===== config.mk =====
export PLATFORM = sky130hd
export DESIGN_NAME = mux4to1_sel
export DESIGN_NICKNAME = d
export VERILOG_FILES = /design/src/rtl/mux4to1_sel.sv
export SDC_FILE = /design/constraint.sdc
export NUM_CORES = 1
export LEC_CHECK = 0
export CORE_UTILIZATION = 40
export CTS_CLUSTER_DIAMETER = 40
export DETAILED_ROUTE_END_ITERATION = 10
export PLACE_DENSITY = 0.72
export SLEW_MARGIN = 20
export SYNTH_ARGS = -nofsm -noshare
export SYNTH_HDL_FRONTEND = slang
export SYNTH_SLANG_ARGS = --single-unit

===== constraint.sdc =====
create_clock -name clk -period 3.3 [get_ports clk]
set_input_delay 0.495 -clock clk [delete_from_list [all_inputs] [get_ports clk]]
set_output_delay 0.495 -clock clk [all_outputs]
set_load 0.03 [all_outputs]

===== src/rtl/mux4to1_sel.sv =====
`timescale 1ns/1ps
// -----------------------------------------------------------------------------
// mux4to1_sel
//
// Purpose:
//   Single-bit 4:1 multiplexer with a purely combinational data path, plus
//   clocked bookkeeping around the select:
//     - a registered copy of the mux output,
//     - the select value registered,
//     - a one-cycle pulse whenever the select differs from last cycle's value,
//     - a saturating count of select changes.
//   The select is formed as {s1, s0}.
//
// Build option:
//   MUX4TO1_SEL_OUTREG_EN - when defined, out is driven from the output
//   register, which gives one cycle of latency and 0 during reset. When it is
//   undefined, out is the combinational mux. The port list and the behaviour
//   of out_q, sel_q, sel_chg and sel_cnt are identical in both builds.
//
// Parameters:
//   CNT_W   width of sel_cnt (1..32)
//
// Ports:
//   clk      in   rising-edge clock for all registers
//   rst      in   synchronous, active-high reset
//   s0, s1   in   select bits (s1 is the MSB)
//   in0..in3 in   data inputs for select 00/01/10/11
//   out      out  mux output (combinational, or registered with the option)
//   out_q    out  out registered one cycle
//   sel_q    out  {s1,s0} registered one cycle
//   sel_chg  out  one-cycle pulse when the select changed
//   sel_cnt  out  saturating count of select changes
// -----------------------------------------------------------------------------
module mux4to1_sel #(
    parameter int CNT_W = 8
) (
    input  logic             clk,
    input  logic             rst,
    input  logic             s0,
    input  logic             s1,
    input  logic             in0,
    input  logic             in1,
    input  logic             in2,
    input  logic             in3,
    output logic             out,
    output logic             out_q,
    output logic [1:0]       sel_q,
    output logic             sel_chg,
    output logic [CNT_W-1:0] sel_cnt
);

    localparam logic [CNT_W-1:0] CNT_MAX  = {CNT_W{1'b1}};
    localparam logic [CNT_W-1:0] CNT_ZERO = {CNT_W{1'b0}};
    localparam logic [CNT_W-1:0] CNT_ONE  = CNT_W'(1);

    logic [1:0]       sel_s;
    logic             mux_s;

    logic             out_reg_q;
    logic             out_reg_d;
    logic [1:0]       sel_reg_q;
    logic [1:0]       sel_reg_d;
    logic             chg_reg_q;
    logic             chg_reg_d;
    logic [CNT_W-1:0] cnt_reg_q;
    logic [CNT_W-1:0] cnt_reg_d;

    assign sel_s = {s1, s0};

    // Data-path mux; an X/Z select bit matches no item and falls to the X default.
    always_comb begin
        mux_s = 1'b0;
        case (sel_s)
            2'b00:   mux_s = in0;
            2'b01:   mux_s = in1;
            2'b10:   mux_s = in2;
            2'b11:   mux_s = in3;
            default: mux_s = 1'bx;
        endcase
    end

    // Next-state for the bookkeeping registers.
    always_comb begin
        out_reg_d = mux_s;
        sel_reg_d = sel_s;
        // Kept as a plain expression so an unknown select yields an unknown pulse.
        chg_reg_d = (sel_s != sel_reg_q);
        cnt_reg_d = cnt_reg_q;
        // An unknown change flag takes the else branch, so the count holds.
        if (chg_reg_d && (cnt_reg_q != CNT_MAX)) begin
            cnt_reg_d = cnt_reg_q + CNT_ONE;
        end else begin
            cnt_reg_d = cnt_reg_q;
        end
    end

    // Bookkeeping registers with synchronous reset taking priority.
    always_ff @(posedge clk) begin
        if (rst) begin
            out_reg_q <= 1'b0;
            sel_reg_q <= 2'b00;
            chg_reg_q <= 1'b0;
            cnt_reg_q <= CNT_ZERO;
        end else begin
            out_reg_q <= out_reg_d;
            sel_reg_q <= sel_reg_d;
            chg_reg_q <= chg_reg_d;
            cnt_reg_q <= cnt_reg_d;
        end
    end

    assign out_q   = out_reg_q;
    assign sel_q   = sel_reg_q;
    assign sel_chg = chg_reg_q;
    assign sel_cnt = cnt_reg_q;

`ifdef MUX4TO1_SEL_OUTREG_EN
    assign out = out_reg_q;
`else
    assign out = mux_s;
`endif

endmodule


; Word level (Yosys, flattened, before mapping)
; Cells that the tools add are included.
[totals]
register_bits = 12
word_cells = 13
out_inout_bits = 13
inputBits = 8
[classes]
n_mux = 1
n_addsub = 1
n_eq_ne = 5
reduce_logical = 2
[ops]
columns = op, n
row1 = "adder 8 x 1 -> 8 bit, second input constant", 1
row2 = "!= test 8 bit, second input constant", 1
row3 = "equality test 2 bit, second input constant", 2
row4 = case mux 1 bit (4 select lines), 1
row5 = "equality test 2 x 1 -> 1 bit, second input constant", 1
row6 = logical NOT 2 bit, 1
row7 = != test 2 bit, 1
row8 = logical AND 1 bit, 1

; Depth between registers and ports, before layout
[logic_depth]
word_depth = 2
depth_mapped = 5

; Least setup slack after synthesis
; Ideal clock, no wire load.
[synth_timing]
kind = input-to-output
from = in s0
to = out out
n_path_buf = 0
setup_slack_ns = 1.613
arrival_time_ns = 1.192
path_stages = 1
required_time_ns = 2.805
path_cell_list = mux4_1
[synth_between]
elab_chain_len = 2
elab_cells_between_ends = 5
cone_classes = eq/ne (3) / mux (1) / reduce/logical (1)
[synth_lines]
columns = item, line
row1 = from (decl), 39  ; input logic s0,
row2 = "equality test 2 bit, or another cell as far along", 73  ; case (sel_s)
row3 = case mux 1 bit (4 select lines) *, 73
row4 = to (decl), 45  ; output logic out,
; Every way passes the cells marked *; elsewhere a longest branch is shown, timed or not.

; Final worst setup path
; Ends and elaborated chain as after synthesis.

==> impl_metrics.yaml <==
placement:
  dp.cells: 88
  dp_hpwl_um: 807.3
  place.gp.congestion: 0.7539
  placed_area_um2: 790.8
  port_buffers: 20
global_route:
  grt_use_met3_pct: 10.00
  met1_usage_pct: 20.82
  grt_busiest_layer: "met2"
  grt_first_pass_wirelength_um: 1635
  track_usage_pct: 16.14
  use_met2_pct: 21.77
  grt_max_degree: 15
  grt_pass1_vias: 381
  grt-ovfl-total: 0
  antenna_found_initial: 0
timing:
  relSlewSlack_pct: 66.11
  period_needed_ns: 2.768
  timing.final.crit_share_pct: 83.88
  setup_tns_ns: 0
  skew_ns: 0.0004912
  hold_violations: 0
  slew_viol_final: 0
  whs_ns: 0.5490
  rsz0062_at_grt: "no"
  worstMarginPinSlew_ns: 0.5067
  fmax_mhz: 361.3
  finalSetupViolCount: 0
critical_path:
  rrSetupSlack_ns: 1.77
  reg2reg_depth: 4
  crit_type: "input pin to output port"
  crit_required_ns: 2.80
  slowest_stage: "clkdlybuf4s50_1"
  slowest_delay_ns: 0.61
  cp-start-kind: "input pin"
  r2r-end: "sel_cnt[3]$_SDFFE_PP0P_"
  cp-end-kind: "output port"
  reg2reg_from: "sel_q[1]$_SDFF_PP0_"
  worstPathMaxFanout: 3
  crit_chain: "clkdlybuf4s50_1 -> mux4_1 -> clkdlybuf4s50_1"
  path_buf_inv: 2
  crit_arrival_ns: 2.27
  cp_common_cell: "clkdlybuf4s50_1"
  cpLargestDelayFamily: "buffers and inverters"
yosys:
  synth_area_per_cell_um2: 10.66
  yosysSeqAreaShare_pct: 41.74
  synth_nets: 63
  synthCells: 54
  synth_area_leaders: "dfxtp_1 (42%), nor2b_1 (6.5%), xor2_2 (5.7%)"
  yosys.area.top_type: "dfxtp_1"
  syn_area_um2: 575.6
  synth_top_area_share_pct: 41.74
  synth-seq-cells: 12
  synth_cell_types: 26
  ys_warn_count: 0
finish:
  layout.cells.most_common: "clkdlybuf4s50_1"
  fin_cells: 91
  n_antenna_cell: 0
  design_area_um2: 813.3
  final_cell_mix: "clkdlybuf4s50_1 (20), dfxtp_1 (12), nor2_1 (8), nor2b_1 (6), clkbuf_4 (3)"
  drive_gt1_share_pct: 9.211
  synthToLayoutAreaGrowth_pct: 41.30
  nNetsFinal: 87
power_and_ir_drop:
  p_leak_nw: 0.3126
  power.density_nw_per_um2: 398.8
  vdd_ir_drop_max_mv: 0.2409
  finalPower_uw: 324.4
detailed_routing:
  drc: 0
  wl_um: 1073
  ant_nets: 0
  drt_iter0_markers: 6
  wl_per_cell_um: 11.79
  vias: 484
  drt_pass1_iterations: 4
  vias_per_cell: 5.319
floorplanning:
  design.core.area_um2: 1318
  die_area_um2: 1594
  io_pins: 21
  num_rows: 13
  initial_core_util_pct: 43.68
  die_x_um: 39.93
  die_h_um: 39.93
clock_network:
  clockRootBuffer: "clkbuf_4"
  cts_buffer_depth: 2
  post_cts_buffers: 0
  cts_tree: "built"
  cts-resized-gates: 0
  path_clk_slew_ns: 0.06
  cts_sinks: 12
  cts_made_buffers: 3
  cts_hold_buf: 0
  worst_skew_pair.late_latency_ns: 0.26
  h-tree-depth: 1
worst_hold_path:
  hold_depth: 2
  min_to: "sel_cnt[6]$_SDFFE_PP0P_"
  worstHoldStart: "sel_cnt[6]$_SDFFE_PP0P_"
  hold_path.class: "register to register"
job:
  maxCapViolCount: 0
run_status:
  status: "finished, final reports clean"
==> where the power goes <==
group	leakage [nW]	internal, mW	switching [mW]	total (mW)
Clock	0.0138	0.0421	0.0419	0.0841
Sequential	0.0984	0.154	0.00854	0.162
Combinational	0.200	0.0364	0.0416	0.0780
Total	0.313	0.232	0.0921	0.324
==> worst max-delay path by stage <==
stage	from	endpoint	slack (ns)	depth (start not counted)
4_1_cts	s0	out	0.53	3
2_1_floorplan	s0	out	1.61	1
6_report	s0	out	0.53	3
3_5_place_dp	s0	out	0.54	3
5_1_grt	s0	out	0.52	3
3_3_place_gp	s0	out	0.58	3
==> per-stage QoR <==
stage	util (%)	setup slack (ns)
finish	61.73	0.5321
global route	61.73	0.5180
CTS	61.73	0.5337
detailed placement	60.02	0.5398
global placement	60.02	0.5812
floorplan	-	1.613
==> routing by layer <==
layer	vias to the layer above	share of wire [%]
li1	245	-
met1	225	48
met2	12	46
met3	2	5.5
met4	0	0.47
met5	-	0
==> final cells by class <==
cell class	instances	area (um2)
tap	15	18.77
timing repair buffer	20	200.2
multi-input combinational	41	331.6
sequential	12	240.2
fill	111	504.2
clock buffer	3	22.52
==> cell families after synthesis <==
logic type	after synthesis	share of synthesized area, %
fa+ha+maj	1	2.174
buf+inv	1	0.6515
mux	5	11.96
simple gates	21	19.35
compound gates	11	16.96
xor+xnor	3	7.174
flops	12	41.74
==> cell usage after synthesis <==
library cell	count
mux4_1	1
and2_1	1
mux2_1	2
o2bb2ai_1	1
a21oi_1	1
ha_1	1
xor2_1	1
a311oi_1	2
and3_1	2
nand3_1	1
o2111a_2	1
a31oi_1	1
a211oi_1	1
o21ai_0	1
nor2_1	8
nor3_1	1
and4_1	1
nor2b_1	6
o2111ai_1	1
nand2b_1	1
xor2_2	2
dfxtp_1	12
a21boi_0	1
mux2i_1	2
clkbuf_1	1
a21boi_4	1
==> state kept, by name, summed over array words and instances, names as in the netlist <==
register / count
sel_cnt: 8
sel_q: 2
out_q: 1
sel_chg: 1
==> tightest hold or removal path: stages (launching register included) <==
cell	delay [ns]
dfxtp_1	0.33
mux2i_1	0.13
nor2_1	0.05
(Power assumes the default switching activity.)
